$ cat src/rtl/csr_bank_param.sv
// csr_bank_param
//   CSR bank for the HDC core. Decodes the fixed CSR address map behind a
//   valid/ready request/response port. Holds the core mode bits, the N-level
//   loop control fields and the IM seeds. Buffers AM predictions for software,
//   which drains them by reading the predict register.
//
//   Build option CSR_PREDICT_FIFO_EN:
//     defined   - predictions go into a FIFO of PredictFifoDepth entries.
//     undefined - a single holding register. Each new prediction overwrites
//                 the held value, and predict_ready_o is tied high.
//
// Ports
//   clk_i, rst_ni                  clock; asynchronous active-low reset
//   csr_req_*                      request channel (addr, data, write, valid/ready)
//   csr_rsp_*                      response channel (data, valid/ready)
//   start_o, core_clr_o            one-cycle pulses to the core controller
//   busy_i                         core busy; blocks start and mode updates
//   seq_test_o, ima_cim_o          mode bits
//   loop_mode_o                    number of active loops
//   loop_jump_addr_o / loop_end_addr_o / loop_count_o
//                                  packed per-loop fields, loop 0 in the LSBs
//   cim_seed_o, im_base_seed_o     IM seeds
//   predict_i, predict_valid_i, predict_ready_o
//                                  AM prediction input
module csr_bank_param #(
  parameter int unsigned CsrDataWidth     = 32,
  parameter int unsigned CsrAddrWidth     = 32,
  parameter int unsigned NumLoops         = 3,
  parameter int unsigned LoopAddrWidth    = 8,
  parameter int unsigned PredictFifoDepth = 4
) (
  input  logic                              clk_i,
  input  logic                              rst_ni,
  input  logic [CsrAddrWidth-1:0]           csr_req_addr_i,
  input  logic [CsrDataWidth-1:0]           csr_req_data_i,
  input  logic                              csr_req_write_i,
  input  logic                              csr_req_valid_i,
  output logic                              csr_req_ready_o,
  output logic [CsrDataWidth-1:0]           csr_rsp_data_o,
  output logic                              csr_rsp_valid_o,
  input  logic                              csr_rsp_ready_i,
  output logic                              start_o,
  output logic                              core_clr_o,
  input  logic                              busy_i,
  output logic                              seq_test_o,
  output logic                              ima_cim_o,
  output logic [$clog2(NumLoops+1)-1:0]     loop_mode_o,
  output logic [NumLoops*LoopAddrWidth-1:0] loop_jump_addr_o,
  output logic [NumLoops*LoopAddrWidth-1:0] loop_end_addr_o,
  output logic [NumLoops*LoopAddrWidth-1:0] loop_count_o,
  output logic [CsrDataWidth-1:0]           cim_seed_o,
  output logic [CsrDataWidth-1:0]           im_base_seed_o,
  input  logic [CsrDataWidth-1:0]           predict_i,
  input  logic                              predict_valid_i,
  output logic                              predict_ready_o
);

  localparam int unsigned ModeW = $clog2(NumLoops + 1);
  localparam int unsigned LoopW = NumLoops * LoopAddrWidth;
  localparam int unsigned PtrW  = $clog2(PredictFifoDepth);
  localparam int unsigned CntW  = $clog2(PredictFifoDepth) + 1;

  typedef logic [CsrAddrWidth-1:0] addr_t;
  localparam addr_t AddrCore     = addr_t'(0);
  localparam addr_t AddrNumPred  = addr_t'(1);
  localparam addr_t AddrPredict  = addr_t'(2);
  localparam addr_t AddrLoopMode = addr_t'(9);
  localparam addr_t AddrJump     = addr_t'(10);
  localparam addr_t AddrEnd      = addr_t'(11);
  localparam addr_t AddrCount    = addr_t'(12);
  localparam addr_t AddrCimSeed  = addr_t'(13);
  localparam addr_t AddrImSeed   = addr_t'(14);

  logic                    rsp_valid;
  logic [CsrDataWidth-1:0] rsp_data;
  logic [CsrDataWidth-1:0] rdata;
  logic [CsrDataWidth-1:0] head;
  logic [CntW-1:0]         count;
  logic                    accept, wr, rd, flush, pop, push;

  // Only one request in flight: the port stalls while a response is pending.
  assign csr_req_ready_o = !rsp_valid;
  assign csr_rsp_valid_o = rsp_valid;
  assign csr_rsp_data_o  = rsp_data;

  assign accept = csr_req_valid_i && !rsp_valid;
  assign wr     = accept && csr_req_write_i;
  assign rd     = accept && !csr_req_write_i;
  assign flush  = wr && (csr_req_addr_i == AddrCore) && csr_req_data_i[4];
  assign pop    = rd && (csr_req_addr_i == AddrPredict) && (count != '0);
  assign push   = predict_valid_i && predict_ready_o;

  always_comb begin
    rdata = '0;
    case (csr_req_addr_i)
      AddrCore: begin
        rdata[1] = busy_i;
        rdata[2] = seq_test_o;
        rdata[3] = ima_cim_o;
      end
      AddrNumPred:  rdata = CsrDataWidth'(count);
      AddrPredict:  rdata = head;
      AddrLoopMode: rdata = CsrDataWidth'(loop_mode_o);
      AddrJump:     rdata[LoopW-1:0] = loop_jump_addr_o;
      AddrEnd:      rdata[LoopW-1:0] = loop_end_addr_o;
      AddrCount:    rdata[LoopW-1:0] = loop_count_o;
      AddrCimSeed:  rdata = cim_seed_o;
      AddrImSeed:   rdata = im_base_seed_o;
      default:      rdata = '0;
    endcase
  end

  always_ff @(posedge clk_i or negedge rst_ni) begin
    if (!rst_ni) begin
      rsp_valid <= 1'b0;
      rsp_data  <= '0;
    end else if (accept) begin
      rsp_valid <= 1'b1;
      rsp_data  <= csr_req_write_i ? '0 : rdata;
    end else if (csr_rsp_ready_i) begin
      rsp_valid <= 1'b0;
    end
  end

  always_ff @(posedge clk_i or negedge rst_ni) begin
    if (!rst_ni) begin
      start_o          <= 1'b0;
      core_clr_o       <= 1'b0;
      seq_test_o       <= 1'b0;
      ima_cim_o        <= 1'b0;
      loop_mode_o      <= '0;
      loop_jump_addr_o <= '0;
      loop_end_addr_o  <= '0;
      loop_count_o     <= '0;
      cim_seed_o       <= '0;
      im_base_seed_o   <= '0;
    end else begin
      // A start request while the core is busy is dropped, not deferred.
      start_o    <= wr && (csr_req_addr_i == AddrCore) && csr_req_data_i[0] && !busy_i;
      core_clr_o <= flush;
      if (wr) begin
        case (csr_req_addr_i)
          AddrCore: begin
            if (!busy_i) begin
              seq_test_o <= csr_req_data_i[2];
              ima_cim_o  <= csr_req_data_i[3];
            end
          end
          AddrLoopMode: begin
            if (csr_req_data_i > CsrDataWidth'(NumLoops)) loop_mode_o <= ModeW'(NumLoops);
            else                                          loop_mode_o <= csr_req_data_i[ModeW-1:0];
          end
          AddrJump:    loop_jump_addr_o <= csr_req_data_i[LoopW-1:0];
          AddrEnd:     loop_end_addr_o  <= csr_req_data_i[LoopW-1:0];
          AddrCount:   loop_count_o     <= csr_req_data_i[LoopW-1:0];
          AddrCimSeed: cim_seed_o       <= csr_req_data_i;
          AddrImSeed:  im_base_seed_o   <= csr_req_data_i;
          default: ;
        endcase
      end
    end
  end

`ifdef CSR_PREDICT_FIFO_EN
  logic [CsrDataWidth-1:0] mem [PredictFifoDepth];
  logic [PtrW-1:0]         rd_ptr, wr_ptr;

  assign head = (count != '0) ? mem[rd_ptr] : '0;
  // Ready comes only from the stored count: a full FIFO refuses a push even
  // when software pops in the same cycle.
  assign predict_ready_o = (count != CntW'(PredictFifoDepth));

  always_ff @(posedge clk_i or negedge rst_ni) begin
    if (!rst_ni) begin
      rd_ptr <= '0;
      wr_ptr <= '0;
      count  <= '0;
    end else if (flush) begin
      rd_ptr <= '0;
      wr_ptr <= '0;
      count  <= '0;
    end else begin
      if (push) wr_ptr <= wr_ptr + 1'b1;
      if (pop)  rd_ptr <= rd_ptr + 1'b1;
      case ({push, pop})
        2'b10:   count <= count + 1'b1;
        2'b01:   count <= count - 1'b1;
        default: ;
      endcase
    end
  end

  always_ff @(posedge clk_i) begin
    if (push && !flush) mem[wr_ptr] <= predict_i;
  end
`else
  logic [CsrDataWidth-1:0] held;

  // held is zeroed whenever the count drops to 0, so an empty read returns 0.
  assign head            = held;
  assign predict_ready_o = 1'b1;

  always_ff @(posedge clk_i or negedge rst_ni) begin
    if (!rst_ni) begin
      held  <= '0;
      count <= '0;
    end else if (flush) begin
      held  <= '0;
      count <= '0;
    end else if (push) begin
      held  <= predict_i;
      count <= CntW'(1);
    end else if (pop) begin
      held  <= '0;
      count <= '0;
    end
  end
`endif

endmodule

$ cat config.mk
export PLATFORM = sky130hd
export DESIGN_NAME = csr_bank_param
export DESIGN_NICKNAME = d
export VERILOG_FILES = /design/src/rtl/csr_bank_param.sv
export SDC_FILE = /design/constraint.sdc
export NUM_CORES = 1
export LEC_CHECK = 0
export CAP_MARGIN = 0
export CORE_MARGIN = 1.5
export CORE_UTILIZATION = 35
export DETAILED_ROUTE_END_ITERATION = 8
export MAX_ROUTING_LAYER = met4
export PLACE_DENSITY_LB_ADDON = 0.3
export SLEW_MARGIN = 20
export SYNTH_ARGS = -nofsm -noshare
export SYNTH_HDL_FRONTEND = slang
export SYNTH_SLANG_ARGS = --single-unit
$ cat constraint.sdc
create_clock -name clk_i -period 2.02 [get_ports clk_i]
set_input_delay 0.404 -clock clk_i [delete_from_list [all_inputs] [get_ports clk_i]]
set_output_delay 0.404 -clock clk_i [all_outputs]
set_load 0.1 [all_outputs]
==> summary.md, run 1 <==
| Metric | Value |
|---|---|
| Fin. Hold Viols | `0` |
| Cells after Synth | `696` |
| Nets | `1176` |
| Row Count | `59` |
| Routability cong. | `0.8154` |
| Synth area leaders | `dfrtp_1, mux2_2, a22oi_1` |
| Maximum vdd drop | `0.5462 mV` |
| Max Freq | `509.5 MHz` |
| P&R area growth vs syn | `53.38%` |
| Wirelength per Cell | `22.47 um` |
| Top_reg_cell synth | `dfrtp_1` |
| Mapped Nets | `799` |
| Largest net degree at the start of global routing | `47` |
| Max-slew violation count | `0` |
| Mean Syn Cell Area | `13.18 sq um` |
| Root Buffer | `clkbuf_16` |
| PD cells | `669.3 nW/um^2` |
| Synth top cells by count | `dfrtp_1, mux2_2, a22oi_1, nor2_1, mux2i_1` |
| CTS Buf Count | `24` |
| Slew HR | `66.48%` |
| CP max stage delay | `0.44 ns` |
| EDFF count, synth | `0` |
| Cell Area, Synth | `9176 sq um` |
| Final setup fails | `0` |
| Placed insts | `1368` |
| Post-route DRC | `0` |
| Total core area | `25910 sq um` |
| Worst Path Max Fanout | `6` |
| CTS tree | `yes` |
| Chip Width | `164.9 um` |
| Pleak | `6.978 nW` |
| Die ar. | `27200 sq um` |
| Area fraction of the dominant cell type after synthesis | `56.72%` |
| Worst-margin pin slew | `0.5028 ns` |
| I/O Buffers | `278` |
| Die H | `164.9 um` |
| Run status | `finished clean` |
| Latest clock arrival within the worst-skew pair | `0.51 ns` |
| Min Hold Slack | `0.4104 ns` |
| CP startpoint kind | `input pin` |
| Skew final | `0.01226 ns` |
| HP Class | `input pin to async pin` |
| CP Capture Type | `flop` |
| Reg2Reg Setup Slack | `0.06 ns` |
| Worst R2R End | `csr_rsp_data_o[15]` |
| Sequential-to-total area share from yosys stat | `56.72%` |
| Initial DRC count | `624` |
| Final cell count without fillers | `1424` |
| Worst R2R Start | `csr_rsp_valid_o` |
| DRT Pass-1 Iters | `5` |
| Worst-path cell chain | `clkdlybuf4s50_1, nor4_4, nand4_4, buf_6, nor4_4, buf_6, buf_12, mux2_4` |
| Final worst path period share | `97.16%` |
| Detail Route Antenna Nets | `0` |
| Top cell type by total area after synthesis | `dfrtp_1` |
| Yosys reg bits | `208` |
| Detailed Place HPWL | `22190 um` |
| Initial antenna violation count | `0` |
| Number of global-route vias before repair | `7747` |
| Layout cell share with drive strength beyond 1 | `47.29%` |
| Remaining global-route overflow | `0` |
| Design area | `14070 sq um` |
| Via density per instance | `5.309` |
| WP data arrival | `2.35 ns` |
| Initial Util | `35.41%` |
| YS warnings | `0` |
| CP max stage cell | `clkdlybuf4s50_1` |
| GRT Util Overall | `24.32%` |
| Post-synth ARST share | `100.0%` |
| Number of inserted diodes | `0` |
| Count leader, synth | `dfrtp_1` |
| Ports | `280` |
| Routed WL | `31990 um` |
| Top delay family on crit path | `buffers and inverters` |
| Critical path buffers and inverters | `4` |
| Dpl cell area | `12950 sq um` |
| Clock transition at path regs | `0.06 ns` |
| CTS H-Tree Depth | `1` |
| Crit Path Category | `input pin to flop` |
| Vias | `7560` |
| First-pass GRT wire length | `47870 um` |
| CTS Buffer Depth | `3` |
| Crit path required time | `2.41 ns` |
| CTS sink cnt | `208` |
| Netlist cell types | `48` |
| Max-Cap Viols | `0` |
| Fin crit period | `1.963 ns` |
| FF-to-FF path depth | `6` |
==> metrics by stage <==
stage	util, %	setup slack [ns]	setup TNS (ns)	power, mW
after floorplan	-	-0.1405	-11.90	4.596
after global placement	49.97	-0.7410	-128.21	5.183
after detailed placement	49.97	-0.7746	-133.15	5.189
after CTS	54.17	0.001590	0	9.491
after global routing	54.32	-0.007492	-0.01606	9.744
final	54.32	0.05740	0	9.420
==> cells in the final DEF, fill, tap and decap left out, types with 13 or more instances in the layout <==
master	count
a22o_1	29
a22oi_1	72
buf_12	18
buf_4	260
buf_6	13
clkbuf_16	25
clkdlybuf4s50_1	69
dfrtp_1	207
mux2_2	72
mux2_4	67
mux2i_1	33
nand2_1	23
nand3_1	21
nor2_1	38
==> registers in the layout (all words and copies together), names as in the netlist, 2 cells and up <==
register and flops:
loop_count_o 24, loop_mode_o 2, cim_seed_o 32, loop_end_addr_o 24, csr_rsp_data_o 32, loop_jump_addr_o 24
im_base_seed_o 32, head 32
==> cell type report <==
| cell class | instances | area (sq um) |
|---|---|---|
| clock buffers | 29 | 660.6 |
| clock inverters | 13 | 125.1 |
| fillers | 2189 | 11840 |
| inverters | 2 | 7.507 |
| multi-input cells | 439 | 4114 |
| flip-flops and latches | 208 | 5209 |
| well taps | 335 | 419.2 |
| repair buffers | 398 | 3540 |
==> report_power, final <==
group          leakage [nW]  switching, mW  internal [mW]
Sequential             2.83         0.0393           4.24
Combinational          3.77          0.462          0.378
Clock                 0.381           1.73           2.58
==> worst max path at each step <==
stage                     slack [ns]          startpoint  cells past startpoint             endpoint
after floorplan                -0.14  csr_req_addr_i[11]                      6  loop_end_addr_o[10]
after global placement         -0.74  csr_req_addr_i[11]                      7  loop_end_addr_o[23]
after detailed placement       -0.77   csr_req_addr_i[4]                      8      loop_count_o[5]
after CTS                      0.002   csr_req_addr_i[1]                      6           seq_test_o
after global routing          -0.007  csr_req_addr_i[14]                      9   loop_end_addr_o[3]
final                           0.06  csr_req_addr_i[20]                      8  loop_end_addr_o[21]
==> worst reg2reg max path: stages, from the launching register on <==
cell	delay [ns]
dfrtp_4	0.48
nand2b_2	0.19
a2111oi_1	0.36
buf_4	0.19
nor3b_4	0.32
buf_12	0.20
a22o_1	0.15
==> repair_timing <==
item,4_1_cts,5_1_grt
buffers inserted,7,1
pin swaps,12,9
hold buffers,1,0
setup endpoints to repair,177,165
endpoints found under the hold margin,38,0
cloned,5,0
gates resized for setup,81,30
==> kinds of logic after synthesis <==
| kind of cell | after synthesis | share of synthesized area [%] |
|---|---|---|
| flops | 208 | 56.72 |
| mux | 174 | 20.90 |
| simple gates | 140 | 8.754 |
| compound gates | 124 | 10.57 |
| buf+inv | 49 | 3.013 |
| other cells | 1 | 0.04087 |
==> routing by layer <==
metal	global-route usage (%)	vias to the layer above	part of all wire, %
li1	-	3369	-
met2	39.04	326	48
met5	-	-	0
met1	31.81	3814	42
met4	6.143	0	2.3
met3	4.470	51	7.4
No activity file was read; power rests on OpenSTA's default activity.
==> run 2, diff against run 1 <==
- SKIP_CTS_REPAIR_TIMING: not set -> 1
==> summary.md, run 2 (synthesis results as in run 1) <==
| Metric | Value |
|---|---|
| Register area | `5209 sq um` |
| Number of inserted diodes | `0` |
| DRT Pass-1 Iters | `5` |
| CP max stage cell | `mux2_4` |
| Via density per instance | `5.278` |
| Slew HR | `64.86%` |
| Largest net degree at the start of global routing | `47` |
| Worst R2R End | `csr_rsp_data_o[15]` |
| Layout cell share with drive strength beyond 1 | `46.74%` |
| Initial antenna violation count | `0` |
| Initial DRC count | `609` |
| Max-Cap Viols | `0` |
| CTS Buf Count | `24` |
| First-pass GRT wire length | `46890 um` |
| WP data arrival | `2.39 ns` |
| CTS tree | `yes` |
| Tot Pwr | `9.430 mW` |
| Remaining global-route overflow | `0` |
| Routed WL | `32260 um` |
| CTS Buffer Depth | `3` |
| Worst-margin pin slew | `0.5270 ns` |
| Placed insts | `1368` |
| CP startpoint kind | `input pin` |
| Root Buffer | `clkbuf_16` |
| Final setup fails | `0` |
| Final cell count without fillers | `1424` |
| CP startpoint | `csr_req_addr_i[24]` |
| Post-Place Setup Slack | `-0.7746 ns` |
| P&R area growth vs syn | `53.95%` |
| Die ar. | `27200 sq um` |
| Pleak | `7.124 nW` |
| Latest clock arrival within the worst-skew pair | `0.51 ns` |
| Filler Cell Count | `2188` |
| HP Class | `input pin to async pin` |
| Reg2Reg Setup Slack | `0.07 ns` |
| Vias | `7516` |
| Number of global-route vias before repair | `7679` |
| Design area | `14130 sq um` |
| Chip Width | `164.9 um` |
| Detail Route Antenna Nets | `0` |
| Most frequent cells in the layout | `buf_4, dfrtp_1, mux2_4` |
| Die H | `164.9 um` |
| Ports | `280` |
| Max-slew violation count | `0` |
| Final worst path period share | `98.76%` |
| Crit-path most repeated cell | `buf_6` |
| Initial Util | `35.41%` |
| Clock transition at path regs | `0.06 ns` |
| Fin worst setup slack | `0.02496 ns` |
| Wirelength per Cell | `22.65 um` |
| Crit Path Category | `input pin to flop` |
| CTS sink cnt | `208` |
| CP max stage delay | `0.30 ns` |
| Post-route DRC | `0` |
| Nets | `1176` |
| Crit path required time | `2.41 ns` |
| Maximum vdd drop | `0.5437 mV` |
| Row Count | `59` |
| Worst Path Max Fanout | `7` |
| Worst R2R Start | `csr_rsp_valid_o` |
| Worst-path cell chain | `dlymetal6s2s_1, nor4_2, and4_1, nand4_4, buf_6, nor3b_4, buf_6, clkbuf_16, mux2_4` |
| Commonest non-fill, non-tap cell in the layout | `buf_4` |
| Total core area | `25910 sq um` |
| I/O Buffers | `278` |
| GRT Util Overall | `23.71%` |
| FF-to-FF path depth | `7` |
| Fin. Hold Viols | `0` |
| Max Freq | `501.2 MHz` |
| Skew final | `0.01150 ns` |
| Run status | `finished clean` |
| Routability cong. | `0.8154` |
| Fin crit period | `1.995 ns` |
| Multi-input logic area | `4155 sq um` |
| CTS H-Tree Depth | `1` |
| Dpl cell area | `12950 sq um` |
| Detailed Place HPWL | `22190 um` |
| CP Capture Type | `flop` |
| PD cells | `667.5 nW/um^2` |
| Worst setup path endpoint | `loop_count_o[21]` |
run 2: changes by cell type in the layout (fill, tap and decap cells not counted), moves of 3 or more:
| cell | before | now |
|---|---|---|
| buf_16 | 3 | 0 |
| dlygate4sd2_1 | 11 | 0 |
| clkdlybuf4s15_1 | 4 | 0 |
| dlymetal6s2s_1 | 5 | 24 |
| buf_12 | 18 | 15 |
| buf_4 | 260 | 264 |
| mux2_2 | 72 | 60 |
| mux2_4 | 67 | 79 |
run 2: worst min-delay path by stage:
stage / from / end / slack, ns / cells after the start
6_report: rst_ni / im_base_seed_o[24] / 0.41 / 2
5_1_grt: rst_ni / loop_end_addr_o[22] / 0.44 / 2
4_1_cts: rst_ni / csr_rsp_data_o[29] / -0.15 / 1
3_5_place_dp: rst_ni / im_base_seed_o[24] / 0.40 / 1
3_3_place_gp: rst_ni / im_base_seed_o[24] / 0.40 / 1
2_1_floorplan: rst_ni / cim_seed_o[0] / 0.11 / 0
run 2: stage by stage:
stage | utilization, % | hold slack, ns | TNS, ns
floorplan | - | 0.1084 | -11.90
global placement | 49.97 | 0.3956 | -128.21
detailed placement | 49.97 | 0.3959 | -133.15
CTS | 53.00 | -0.1451 | -25.04
global route | 54.52 | 0.4365 | -1.590
finish | 54.52 | 0.4121 | 0
run 2: cell type report:
cell class | instances | share of cell area (%)
Timing Repair Buffer | 398 | 25.14
Clock buffer | 29 | 4.676
Clock inverter | 13 | 0.8857
Tap cell | 335 | 2.967
Multi-Input combinational cell | 439 | 29.41
Inverter | 2 | 0.05314
Sequential cell | 208 | 36.87
run 2: worst max-delay path, delay by kind of cell:
kind | cells | cell delay, ns
buffers and inverters | 4 | 0.71
multiplexers | 1 | 0.30
AND/OR/NAND/NOR | 4 | 0.95
run 2: layer usage:
metal / track usage, % / vias to the layer above / share of wire, %
met2: 37.93 / 311 / 48
met5: - / - / 0
met3: 4.470 / 55 / 7.2
met4: 6.388 / 0 / 2.4
li1: - / 3375 / -
met1: 30.91 / 3775 / 43
run 2: report_power, final:
group | switching, mW | total (mW) | internal, mW | leakage (nW)
registers | 0.0391 | 4.28 | 4.24 | 2.83
clock network | 1.73 | 4.31 | 2.58 | 0.381
logic | 0.461 | 0.847 | 0.386 | 3.92
